--- config.mk ---
export PLATFORM = sky130hd
export DESIGN_NAME = zero_run_monitor
export DESIGN_NICKNAME = d
export VERILOG_FILES = /design/src/rtl/zero_run_monitor_pkg.sv /design/src/rtl/zero_run_monitor_sat_counter.sv /design/src/rtl/zero_run_monitor.sv
export SDC_FILE = /design/constraint.sdc
export NUM_CORES = 1
export LEC_CHECK = 0
export BUFFER_PORTS_ARGS = -buffer_cell sky130_fd_sc_hd__clkbuf_2
export CORE_MARGIN = 2
export CORE_UTILIZATION = 35
export DETAILED_ROUTE_END_ITERATION = 12
export SKIP_LAST_GASP = 1
export SLEW_MARGIN = 15
export SYNTH_ARGS = -nofsm -noshare
export SYNTH_HDL_FRONTEND = slang
export SYNTH_SLANG_ARGS = --single-unit
--- constraint.sdc ---
create_clock -name clock -period 4.4 [get_ports clock]
set_input_delay 0.88 -clock clock [delete_from_list [all_inputs] [get_ports clock]]
set_output_delay 0.88 -clock clock [all_outputs]
set_load 0.02 [all_outputs]
--- src/rtl/zero_run_monitor_pkg.sv ---
// Shared definitions for the zero-run monitor: FSM state encodings and default sizing,
// reused by the bench and by the zero detector's top level.
package zero_run_monitor_pkg;

  typedef enum logic [1:0] {
    IDLE  = 2'b00,
    RUN   = 2'b01,
    ALARM = 2'b10
  } mon_state_e;

  localparam int CNT_W_DEF     = 8;
  localparam int ALARM_LEN_DEF = 4;

endpackage

--- src/rtl/zero_run_monitor_sat_counter.sv ---
// W-bit incrementer that sticks at all-ones; a synchronous clear takes priority over increment.
module sat_counter #(
  parameter int W = 8
) (
  input  logic         clock_i,
  input  logic         reset_ni,
  input  logic         clr_i,
  input  logic         inc_i,
  output logic [W-1:0] count_o
);

  localparam logic [W-1:0] CNT_MAX = {W{1'b1}};
  localparam logic [W-1:0] CNT_ONE = W'(1);

  logic [W-1:0] count_q;
  logic [W-1:0] count_d;

  // Next count: clear, saturating increment, or hold.
  always_comb begin
    count_d = count_q;
    if (clr_i) begin
      count_d = '0;
    end else if (inc_i && (count_q != CNT_MAX)) begin
      count_d = count_q + CNT_ONE;
    end else begin
      count_d = count_q;
    end
  end

  // Count register.
  always_ff @(posedge clock_i or negedge reset_ni) begin
    if (!reset_ni) begin
      count_q <= '0;
    end else begin
      count_q <= count_d;
    end
  end

  assign count_o = count_q;

endmodule

--- src/rtl/zero_run_monitor.sv ---
// Measures runs of consecutive high y, tracks longest/number of completed runs, and
// raises a latched alarm when a run reaches ALARM_LEN, held until acknowledged.
module zero_run_monitor
  import zero_run_monitor_pkg::*;
#(
  parameter int CNT_W     = CNT_W_DEF,
  parameter int ALARM_LEN = ALARM_LEN_DEF
) (
  input  logic             clock,
  input  logic             reset,
  input  logic             y,
  input  logic             clear,
  input  logic             ack,
  output logic [CNT_W-1:0] run_len,
  output logic [CNT_W-1:0] max_run,
  output logic [CNT_W-1:0] run_count,
  output logic             alarm,
  output logic [1:0]       mon_state
);

  // Run length one short of the trigger: the alarm fires on the edge that makes it ALARM_LEN.
  localparam logic [CNT_W-1:0] ALARM_CMP = CNT_W'(ALARM_LEN - 1);

  logic [CNT_W-1:0] run_len_s;
  logic [CNT_W-1:0] run_count_s;
  logic [CNT_W-1:0] max_run_q;
  logic [CNT_W-1:0] max_run_d;
  logic             run_end_s;
  logic             alarm_s;
  mon_state_e       state_q;
  mon_state_e       state_d;

  assign run_end_s = !y && (run_len_s != '0);

  sat_counter #(.W(CNT_W)) u_run_len (
    .clock_i  (clock),
    .reset_ni (reset),
    .clr_i    (!y),
    .inc_i    (y),
    .count_o  (run_len_s)
  );

  sat_counter #(.W(CNT_W)) u_run_count (
    .clock_i  (clock),
    .reset_ni (reset),
    .clr_i    (clear),
    .inc_i    (run_end_s),
    .count_o  (run_count_s)
  );

  // Longest completed run; clear wins over a coincident run end.
  always_comb begin
    max_run_d = max_run_q;
    if (clear) begin
      max_run_d = '0;
    end else if (run_end_s && (run_len_s > max_run_q)) begin
      max_run_d = run_len_s;
    end else begin
      max_run_d = max_run_q;
    end
  end

  // Statistics and state registers.
  always_ff @(posedge clock or negedge reset) begin
    if (!reset) begin
      max_run_q <= '0;
      state_q   <= IDLE;
    end else begin
      max_run_q <= max_run_d;
      state_q   <= state_d;
    end
  end

  // Next-state logic.
  always_comb begin
    state_d = state_q;
    case (state_q)
      IDLE: begin
        if (y) begin
          state_d = (ALARM_LEN == 1) ? ALARM : RUN;
        end else begin
          state_d = IDLE;
        end
      end
      RUN: begin
        if (!y) begin
          state_d = IDLE;
        end else if (run_len_s == ALARM_CMP) begin
          state_d = ALARM;
        end else begin
          state_d = RUN;
        end
      end
      ALARM: begin
        if (ack) begin
          state_d = y ? RUN : IDLE;
        end else begin
          state_d = ALARM;
        end
      end
      default: state_d = IDLE;
    endcase
  end

  // Output decode from the state register only.
  always_comb begin
    alarm_s = 1'b0;
    if (state_q == ALARM) begin
      alarm_s = 1'b1;
    end else begin
      alarm_s = 1'b0;
    end
  end

  assign run_len   = run_len_s;
  assign max_run   = max_run_q;
  assign run_count = run_count_s;
  assign alarm     = alarm_s;
  assign mon_state = state_q;

endmodule

==> results.txt, run 1 <==
Status -> completed
Post-synth top flop -> dfrtp_1
All-Layer GR Usage -> 14.8%
Seq/Total Area, Yosys -> 42.3%
Final TNS setup -> 0 ns
# IOs -> 32
FFs w/ async S/R, synth -> 100%
Clk root buf -> clkbuf_8
Power share of the clock group -> 39.2%
Most frequent cells after synthesis -> dfrtp_1 (26), nand2b_1 (16), nor2_1 (14)
Yosys warnings -> 0
Slew Limit Fails -> 0
CP endpoint kind -> flip-flop
FF/Latch Area -> 651 sq um
Layout Skew -> 0.00871 ns
Max Cap Viol -> 0
RR Startpoint -> u_run_len.count_o[2]
Post-synth top area share -> 42.3%
Hold_sp -> u_run_count.count_o[6]
R2r setup slk -> 2.33 ns
Placer congestion estimate -> 0.758
Antenna viol nets, final -> 0
Die width -> 70.3 microns
Hold WC Path Type -> flip-flop to flip-flop
Die height -> 70.3 microns
First-pass GRT wire length -> 5790 microns
Number of buffers inserted by hold repair at cts -> 0
Hold WS -> 0.545 ns
FP Rows -> 24
Sw power -> 0.131 mW
Cts bufs inserted -> 3
Fin. Hold Viols -> 0
Combinational share of power -> 12.1%
Largest net degree at the start of global routing -> 27
Final instance area -> 1800 sq um
Area of the multi-input gates -> 807 sq um
Avg Vias per Cell -> 5.11
Vias in the first global route -> 1166
Max Clk Rate -> 483 MHz
Mapped Cells -> 161
Antenna Cells -> 0
Number of flops mapped to enable cells by yosys -> 0
Worst setup margin -> 2.33 ns
Wire per inst -> 13.4 microns
Cell Int Power -> 0.391 mW
Worst-skew pair later-pin latency -> 0.28 ns
Max IR drop VDD -> 0.000202 V
CP required -> 4.56 ns
PortBufs -> 31
Data arrival, critical path -> 2.23 ns
Core Util, Final -> 41.9%
Mapped cell area -> 1540 sq um
R2R depth -> 4
Layout Cells excl Fill -> 244
Distinct cells, synth -> 33
Fin nets -> 209
Htree depth -> 1
Share of layout cells above drive strength 1 -> 19.3%
Flops & latches, synth -> 26
Final HPWL DP -> 2340 microns
Placed cell area -> 1730 sq um
Initial core utilization -> 35.8%
Fillers -> 435
Grt ovf -> 0
Worst-path fanout max -> 10
Unrepaired setup endpoints after global routing -> no
Clk slew on worst S/H paths -> 0.10 ns
LEAKAGE -> 0.869 nW
Pwr dens -> 290 nW/um^2
TritonCTS Sinks -> 26
Slew margin rel. -> 54.1%
Drt drc -> 0
CTS resizes -> 0
Iter 0 DRT Violations -> 69
Syn Area/Cell -> 9.54 sq um
FF-to-FF End -> max_run[7]
Reg power frac -> 48.7%
Net Count, Synth -> 177
Tcrit/Tclk final -> 47.0%
Worst hold path depth -> 1
Synth area leaders -> dfrtp_1 (42%), ha_1 (9.0%), nand2b_1 (6.5%)
Min Clock Period, post-route -> 2.07 ns
Initial antenna violation count -> 0
Max Buffers Root-to-Sink -> 2
Critical path launch point type -> flip-flop
Die Footprint -> 4940 sq um
CTS tree -> yes
Total vias in the final route -> 1247
Dpl ws -> 2.11 ns
Core ar. -> 4290 sq um
DP Cell Count -> 240
First-pass DRT Iterations -> 4
WHS Endpoint -> u_run_count.count_o[6]
Syn-to-layout area delta -> 17.0%
Final WL -> 3260 microns
Worst-Margin Slew -> 0.683 ns
Yosys top cell by area -> dfrtp_1
Total Power -> 0.521 mW
Setup-failing EPs final -> 0
Critical path class -> flip-flop to flip-flop
Switching part of the total -> 25.0%
Count leader, synth -> dfrtp_1
Post-CTS Setup Bufs -> 0
## flip-flops by register name, indices dropped and copies added, names as in the netlist
name,cells
mon_state,2
max_run,8
u_run_len.count_o,8
u_run_count.count_o,8
## logic make-up after synthesis
logic type	synth area share [%]
buffers and inverters	5.13
multiplexers	5.21
AND/OR/NAND/NOR	24.0
AO/OA/AOI/OAI	9.77
XOR/XNOR	4.56
adder cells (fa/ha/maj)	8.96
flip-flops	42.3
## how the worst max path moves through the flow
stage	from	end	slack, ns	cells past startpoint
finish	u_run_len.count_o[2]	max_run[7]	2.33	4
global route	u_run_len.count_o[1]	u_run_len.count_o[5]	2.08	6
CTS	u_run_len.count_o[1]	u_run_len.count_o[5]	2.31	6
detailed placement	y	max_run[7]	2.11	5
global placement	y	max_run[2]	2.19	5
floorplan	u_run_len.count_o[2]	max_run[4]	2.41	6
## worst max-delay path, stage by stage (launching register included)
cell and delay (ns):
dfrtp_1 0.50, or4_1 0.58, o41a_1 0.48, o221a_4 0.24
mux2i_1 0.15
## metal layers
metal  global-route usage [%]  part of all wire [%]
met5                        0                     0
met4                     4.91                   1.3
met3                     3.61                   4.1
met2                     22.4                    44
met1                     20.8                    50
## power by group through the flow
stage          Sequential (mW)  Combinational [mW]  Clock, mW
6_report                 0.254              0.0632      0.204
4_1_cts                  0.254              0.0646      0.211
3_5_place_dp             0.259              0.0644          0
3_3_place_gp             0.258              0.0635          0
2_1_floorplan            0.263              0.0395          0
5_1_grt                  0.255              0.0723      0.223
## cell usage in the layout (no fill, tap or decap), drive strengths merged
| cell type | instances |
|---|---|
| xor2 | 6 |
| nor3b | 1 |
| clkbuf | 34 |
| nor2 | 14 |
| or4 | 1 |
| nand3 | 7 |
| o211a | 1 |
| o221a | 1 |
| nand2 | 10 |
| inv | 13 |
| a21oi | 8 |
| a21o | 1 |
| a31oi | 1 |
| o41a | 1 |
| nand3b | 1 |
| ha | 11 |
| xnor2 | 2 |
| and2 | 1 |
| o21ai | 6 |
| o211ai | 1 |
| and4 | 2 |
| dfrtp | 26 |
| a32o | 1 |
| nand4 | 6 |
| a211oi | 1 |
| and3 | 3 |
| mux2i | 8 |
| or2b | 1 |
| nor2b | 2 |
| nand2b | 16 |
| or2 | 1 |
| nor3 | 3 |
| bufinv | 1 |
## final cells by class
cell class | count | share of cell area, %
inverters | 13 | 2.71
repair buffers | 31 | 8.63
clock inverters | 1 | 1.67
multi-input cells | 118 | 44.9
clock buffers | 3 | 2.30
well taps | 52 | 3.62
flip-flops and latches | 26 | 36.2
Note: power is estimated with default switching activity, not from simulation.
==> run 2, diff against run 1 <==
--- a/config.mk
+++ b/config.mk
@@ -5,6 +5,7 @@
 export SDC_FILE = /design/constraint.sdc
 export NUM_CORES = 1
 export LEC_CHECK = 0
+export ABC_AREA = 1
 export BUFFER_PORTS_ARGS = -buffer_cell sky130_fd_sc_hd__clkbuf_2
 export CORE_MARGIN = 2
 export CORE_UTILIZATION = 35
==> constraint.sdc (replaced) <==
create_clock -name clock -period 2 [get_ports clock]
set_input_delay 0.4 -clock clock [delete_from_list [all_inputs] [get_ports clock]]
set_output_delay 0.4 -clock clock [all_outputs]
set_load 0.02 [all_outputs]
==> run 2 against run 1 <==
Synthesized cell count rose by 36%. Die area rose by 4.8%. Via count rose by 20%. First-iteration DRC count fell by 39%. Register-to-register slack got worse by 2.1 ns. Clock power rose by 120%. Area after synthesis rose by 5.1%. Sequential cell count did not move. Sequential share of layout area fell by 2.2 points. Critical path depth rose by 5. Critical endpoint is now max_run[1]. Largest cell class unchanged. Highest routed layer unchanged.
==> results.txt, run 2 <==
Drt drc -> 0
RR Startpoint -> u_run_len.count_o[7]
Post-CTS Setup Bufs -> 0
Data arrival, critical path -> 1.96 ns
Total Power -> 1.21 mW
Final TNS setup -> 0 ns
Largest net degree at the start of global routing -> 27
Antenna Cells -> 0
Synth area leaders -> dfrtp_1 (40%), nand2_1 (14%), nand3_1 (9.3%)
First-pass GRT wire length -> 6310 microns
Most frequent cells in the layout -> nand2_1 (60), clkbuf_2 (31), nand3_1 (30), inv_1 (29), dfrtp_1 (26)
Total vias in the final route -> 1497
Net Count, Synth -> 235
All-Layer GR Usage -> 15.3%
Initial antenna violation count -> 0
Die height -> 71.9 microns
Core ar. -> 4410 sq um
Antenna viol nets, final -> 0
First-pass DRT Iterations -> 4
Tcrit/Tclk final -> 89.5%
Placer congestion estimate -> 0.788
Max Clk Rate -> 559 MHz
Yosys warnings -> 0
CTS resizes -> 0
TritonCTS Sinks -> 26
Count leader, synth -> nand2_1
Hold WS -> 0.142 ns
Worst-path fanout max -> 9
Vias in the first global route -> 1363
Worst-skew pair later-pin latency -> 0.27 ns
Fin nets -> 270
Post-synth top area share -> 40.3%
Avg Vias per Cell -> 4.91
Unrepaired setup endpoints after global routing -> no
Critical path launch point type -> flip-flop
CP required -> 2.17 ns
Final HPWL DP -> 2810 microns
Final WL -> 3670 microns
Mapped Cells -> 219
LEAKAGE -> 1.06 nW
Syn-to-layout area delta -> 18.4%
Slew margin rel. -> 54.9%
Syn Area/Cell -> 7.38 sq um
Most common cell after layout, fill and taps aside -> nand2_1
Fin. Hold Viols -> 0
# IOs -> 32
Worst-Margin Slew -> 0.676 ns
Iter 0 DRT Violations -> 42
Clk slew on worst S/H paths -> 0.09 ns
Number of buffers inserted by hold repair at cts -> 0
Max Cap Viol -> 0
Min Clock Period, post-route -> 1.79 ns
Status -> completed
Die width -> 71.9 microns
PortBufs -> 31
Number of flops mapped to enable cells by yosys -> 0
FFs w/ async S/R, synth -> 100%
Crit path launch -> u_run_len.count_o[7]
Most frequent cells after synthesis -> nand2_1 (60), nand3_1 (30), inv_1 (29)
Layout Skew -> 0.00316 ns
Critical path class -> flip-flop to flip-flop
Cts bufs inserted -> 3
Post-synth top flop -> dfrtp_1
Grt ovf -> 0
FP Rows -> 24
Flops & latches, synth -> 26
CTS tree -> yes
Setup-failing EPs final -> 0
Yosys top cell by area -> dfrtp_1
Pwr dens -> 630 nW/um^2
Slew Limit Fails -> 0
Max IR drop VDD -> 0.000436 V
Seq/Total Area, Yosys -> 40.3%
Mapped cell area -> 1620 sq um
Die Footprint -> 5170 sq um
Clk root buf -> clkbuf_8
Max Buffers Root-to-Sink -> 2
Initial core utilization -> 36.6%
Share of layout cells above drive strength 1 -> 18.2%
Hold WC Path Type -> input port to async pin
Wire per inst -> 12.0 microns
CP endpoint kind -> flip-flop
Distinct cells, synth -> 25
Htree depth -> 1
## run 2: area by class of cell
type                    count  area, sq um
clock buffers               3         41.3
clock inverters             1         30.0
fillers                   477         2500
inverters                  30          113
multi-input cells         159          836
flip-flops and latches     26          651
well taps                  52         65.1
repair buffers             34          178
## run 2: final timing paths
check / slack [ns] / to / cells past startpoint
max in group asynchronous: 1.42 / u_run_len.count_o[6] / 1
min in group clock: 0.31 / mon_state[1] / 2
max: 0.21 / max_run[1] / 9
min reg2reg: 0.55 / mon_state[1] / 1
max reg2reg: 0.21 / max_run[1] / 9
min: 0.14 / u_run_count.count_o[5] / 1
## run 2: cells by family after synthesis
family,count (synthesis),synth area share (%)
flops,26,40.3
xor+xnor,1,0.542
simple gates,133,37.2
buf+inv,34,7.98
compound gates,14,5.50
fa+ha+maj,11,8.52
## run 2: through the flow
step / worst slack, ns / std cells / area [sq um] / utilization, %
after floorplan: 0.319 / 219 / 1620 / -
after global placement: 0.262 / 301 / 1840 / 41.7
after detailed placement: 0.215 / 301 / 1840 / 41.7
after CTS: 0.212 / 305 / 1910 / 43.3
after global routing: 0.0648 / 305 / 1910 / 43.3
final: 0.211 / 305 / 1910 / 43.3
## run 2: critical path, stage by stage (launching register included)
cell and delay (ns):
dfrtp_1 0.47, ha_1 0.35, nand2_1 0.09, nor2_1 0.06
nand2_1 0.05, nor2_1 0.04, nor2_2 0.30, nand2_2 0.18
nand3_1 0.10, nand2_1 0.06
## run 2: power breakdown
part           switching [mW]  internal (mW)  leakage, nW
clock                   0.175          0.268       0.0357
combinational           0.132         0.0592        0.669
sequential             0.0269          0.544        0.356
## run 2: per-layer routing
metal / wire length (microns) / vias to the layer above / global-route usage, %
met5: 0 / - / 0
met4: 16 / 0 / 2.52
met3: 136 / 4 / 3.47
met2: 1750 / 24 / 25.2
met1: 1770 / 690 / 20.9
li1: - / 779 / -
==> run 3, diff against run 2 <==
--- a/config.mk
+++ b/config.mk
@@ -10,8 +10,9 @@
 export CORE_MARGIN = 2
 export CORE_UTILIZATION = 35
 export DETAILED_ROUTE_END_ITERATION = 12
-export SKIP_LAST_GASP = 1
+export GPL_TIMING_DRIVEN = 0
 export SLEW_MARGIN = 15
 export SYNTH_ARGS = -nofsm -noshare
 export SYNTH_HDL_FRONTEND = slang
+export SYNTH_HIERARCHICAL = 1
 export SYNTH_SLANG_ARGS = --single-unit
==> run 3 against run 2 <==
Die area is 8.2% higher. Routed wire length grew 6.2%. Highest routed layer unchanged. Largest power group unchanged. Global-route usage fell by 0.56 points. Maximum frequency up 0.28%.
==> results.txt, run 3 <==
Post-CTS Setup Bufs -> 0
Die Footprint -> 5600 sq um
Yosys warnings -> 6
Share of layout cells above drive strength 1 -> 21.2%
R2R depth -> 9
Worst-path fanout max -> 9
Cts bufs inserted -> 3
Antenna viol nets, final -> 0
Distinct cells, synth -> 25
Yosys top cell by area -> dfrtp_1
Worst setup margin -> 0.216 ns
Number of buffers inserted by hold repair at cts -> 0
Unrepaired setup endpoints after global routing -> no
Critical path launch point type -> flip-flop
# IOs -> 32
Die height -> 74.8 microns
Post-synth top flop -> dfrtp_1
TritonCTS Sinks -> 26
Initial antenna violation count -> 0
Worst-Margin Slew -> 0.690 ns
DP Cell Count -> 341
Htree depth -> 1
Mapped Cells -> 243
Core ar. -> 4790 sq um
Fin. Hold Viols -> 0
Most common cell after layout, fill and taps aside -> nand2_1
Core Util, Final -> 43.2%
FFs w/ async S/R, synth -> 100%
Total Power -> 1.29 mW
Wire per inst -> 11.3 microns
Fin nets -> 294
Largest net degree at the start of global routing -> 27
Clk root buf -> clkbuf_8
Max Clk Rate -> 561 MHz
Drt drc -> 0
Most frequent cells in the layout -> nand2_1 (72), inv_1 (37), clkbuf_2 (31), dfrtp_1 (26), nand3_1 (24)
Mapped cell area -> 1760 sq um
Setup-failing EPs final -> 0
Grt ovf -> 0
PortBufs -> 31
Dpl ws -> 0.205 ns
Iter 0 DRT Violations -> 50
Final TNS setup -> 0 ns
Seq/Total Area, Yosys -> 37.1%
Slew margin rel. -> 54.0%
Max Cap Viol -> 0
First-pass DRT Iterations -> 4
Critical path class -> flip-flop to flip-flop
Final WL -> 3900 microns
Pwr dens -> 624 nW/um^2
Data arrival, critical path -> 1.95 ns
Net Count, Synth -> 258
Max IR drop VDD -> 0.000469 V
Number of flops mapped to enable cells by yosys -> 0
Most frequent cells after synthesis -> nand2_1 (72), inv_1 (37), dfrtp_1 (26)
Flops & latches, synth -> 26
Layout Cells excl Fill -> 345
Count leader, synth -> nand2_1
CTS tree -> yes
Die width -> 74.8 microns
Final instance area -> 2070 sq um
Status -> completed
Vias in the first global route -> 1372
Avg Vias per Cell -> 4.67
Total vias in the final route -> 1611
CTS resizes -> 0
Worst-skew pair later-pin latency -> 0.27 ns
Layout Skew -> 0.00423 ns
Final HPWL DP -> 2910 microns
All-Layer GR Usage -> 14.7%
Crit path launch -> u_run_len/count_o[0]
CP required -> 2.16 ns
Placed cell area -> 1990 sq um
RR Startpoint -> u_run_len/count_o[0]
LEAKAGE -> 1.09 nW
Tcrit/Tclk final -> 89.2%
R2r setup slk -> 0.22 ns
Syn-to-layout area delta -> 17.7%
FP Rows -> 25
Clk slew on worst S/H paths -> 0.09 ns
FF-to-FF End -> max_run[5]
Post-synth top area share -> 37.1%
Placer congestion estimate -> 0.874
Syn Area/Cell -> 7.22 sq um
CP endpoint kind -> flip-flop
Initial core utilization -> 36.7%
Synth area leaders -> dfrtp_1 (37%), nand2_1 (15%), inv_1 (7.9%)
Slew Limit Fails -> 0
Hold WS -> 0.153 ns
First-pass GRT wire length -> 6470 microns
Min Clock Period, post-route -> 1.78 ns
Antenna Cells -> 0
Hold WC Path Type -> input port to async pin
Max Buffers Root-to-Sink -> 2
[run 3: cell count changes after synthesis, moves of 2 or more]
| cell | before | now |
|---|---|---|
| nand2_2 | 1 | 5 |
| nand3_1 | 30 | 24 |
| nand2_1 | 60 | 72 |
| o21ai_0 | 4 | 1 |
| a21oi_2 | 0 | 2 |
| nor2_2 | 2 | 6 |
| clkinv_4 | 0 | 2 |
| nor2_1 | 22 | 17 |
| o21bai_1 | 1 | 4 |
| nor3b_1 | 2 | 0 |
| clkbuf_1 | 2 | 0 |
| a21oi_1 | 5 | 10 |
| inv_1 | 29 | 37 |
| nand2_4 | 1 | 3 |
[run 3: critical path, cell delays in order (launching register included)]
cell     delay [ns]
dfrtp_1        0.49
inv_1          0.11
ha_1           0.30
nand2_1        0.06
nor2_1         0.04
and2_4         0.15
nor2_4         0.24
nand2_4        0.14
nand3_1        0.09
nand2_1        0.06
[run 3: final cells by class]
cell class,count,area [sq um]
well taps,67,83.8
multi-input cells,177,941
plain buffers,1,7.51
flip-flops and latches,26,651
fillers,496,2720
repair buffers,31,155
inverters,39,156
clock inverters,1,30.0
clock buffers,3,41.3
[run 3: logic make-up (layout without fill, tap and decap cells)]
group	count (synthesis)	in the layout	synth area share, %
AND/OR/NAND/NOR	145	145	38.7
buffers and inverters	40	75	9.34
adder cells (fa/ha/maj)	10	10	7.13
AO/OA/AOI/OAI	22	22	7.77
flip-flops	26	26	37.1
[run 3: where the power goes]
part	total (mW)	switching, mW	internal [mW]	leakage [nW]
logic	0.269	0.182	0.0870	0.705
clock network	0.434	0.166	0.268	0.0357
registers	0.586	0.0386	0.548	0.354
[run 3: routing by layer]
metal	vias to the layer above	GRT usage [%]	wire [microns]
met4	0	1.79	13
met5	-	0	0
met2	27	24.0	1770
met1	729	20.9	1990
li1	853	-	-
met3	2	2.81	127
[run 3: worst max-delay path by stage]
stage	end	slack [ns]	cells after the start
6_report	max_run[5]	0.22	9
5_1_grt	max_run[4]	0.08	9
4_1_cts	max_run[5]	0.19	9
3_5_place_dp	max_run[5]	0.21	9
3_3_place_gp	max_run[5]	0.23	9
2_1_floorplan	max_run[5]	0.34	9
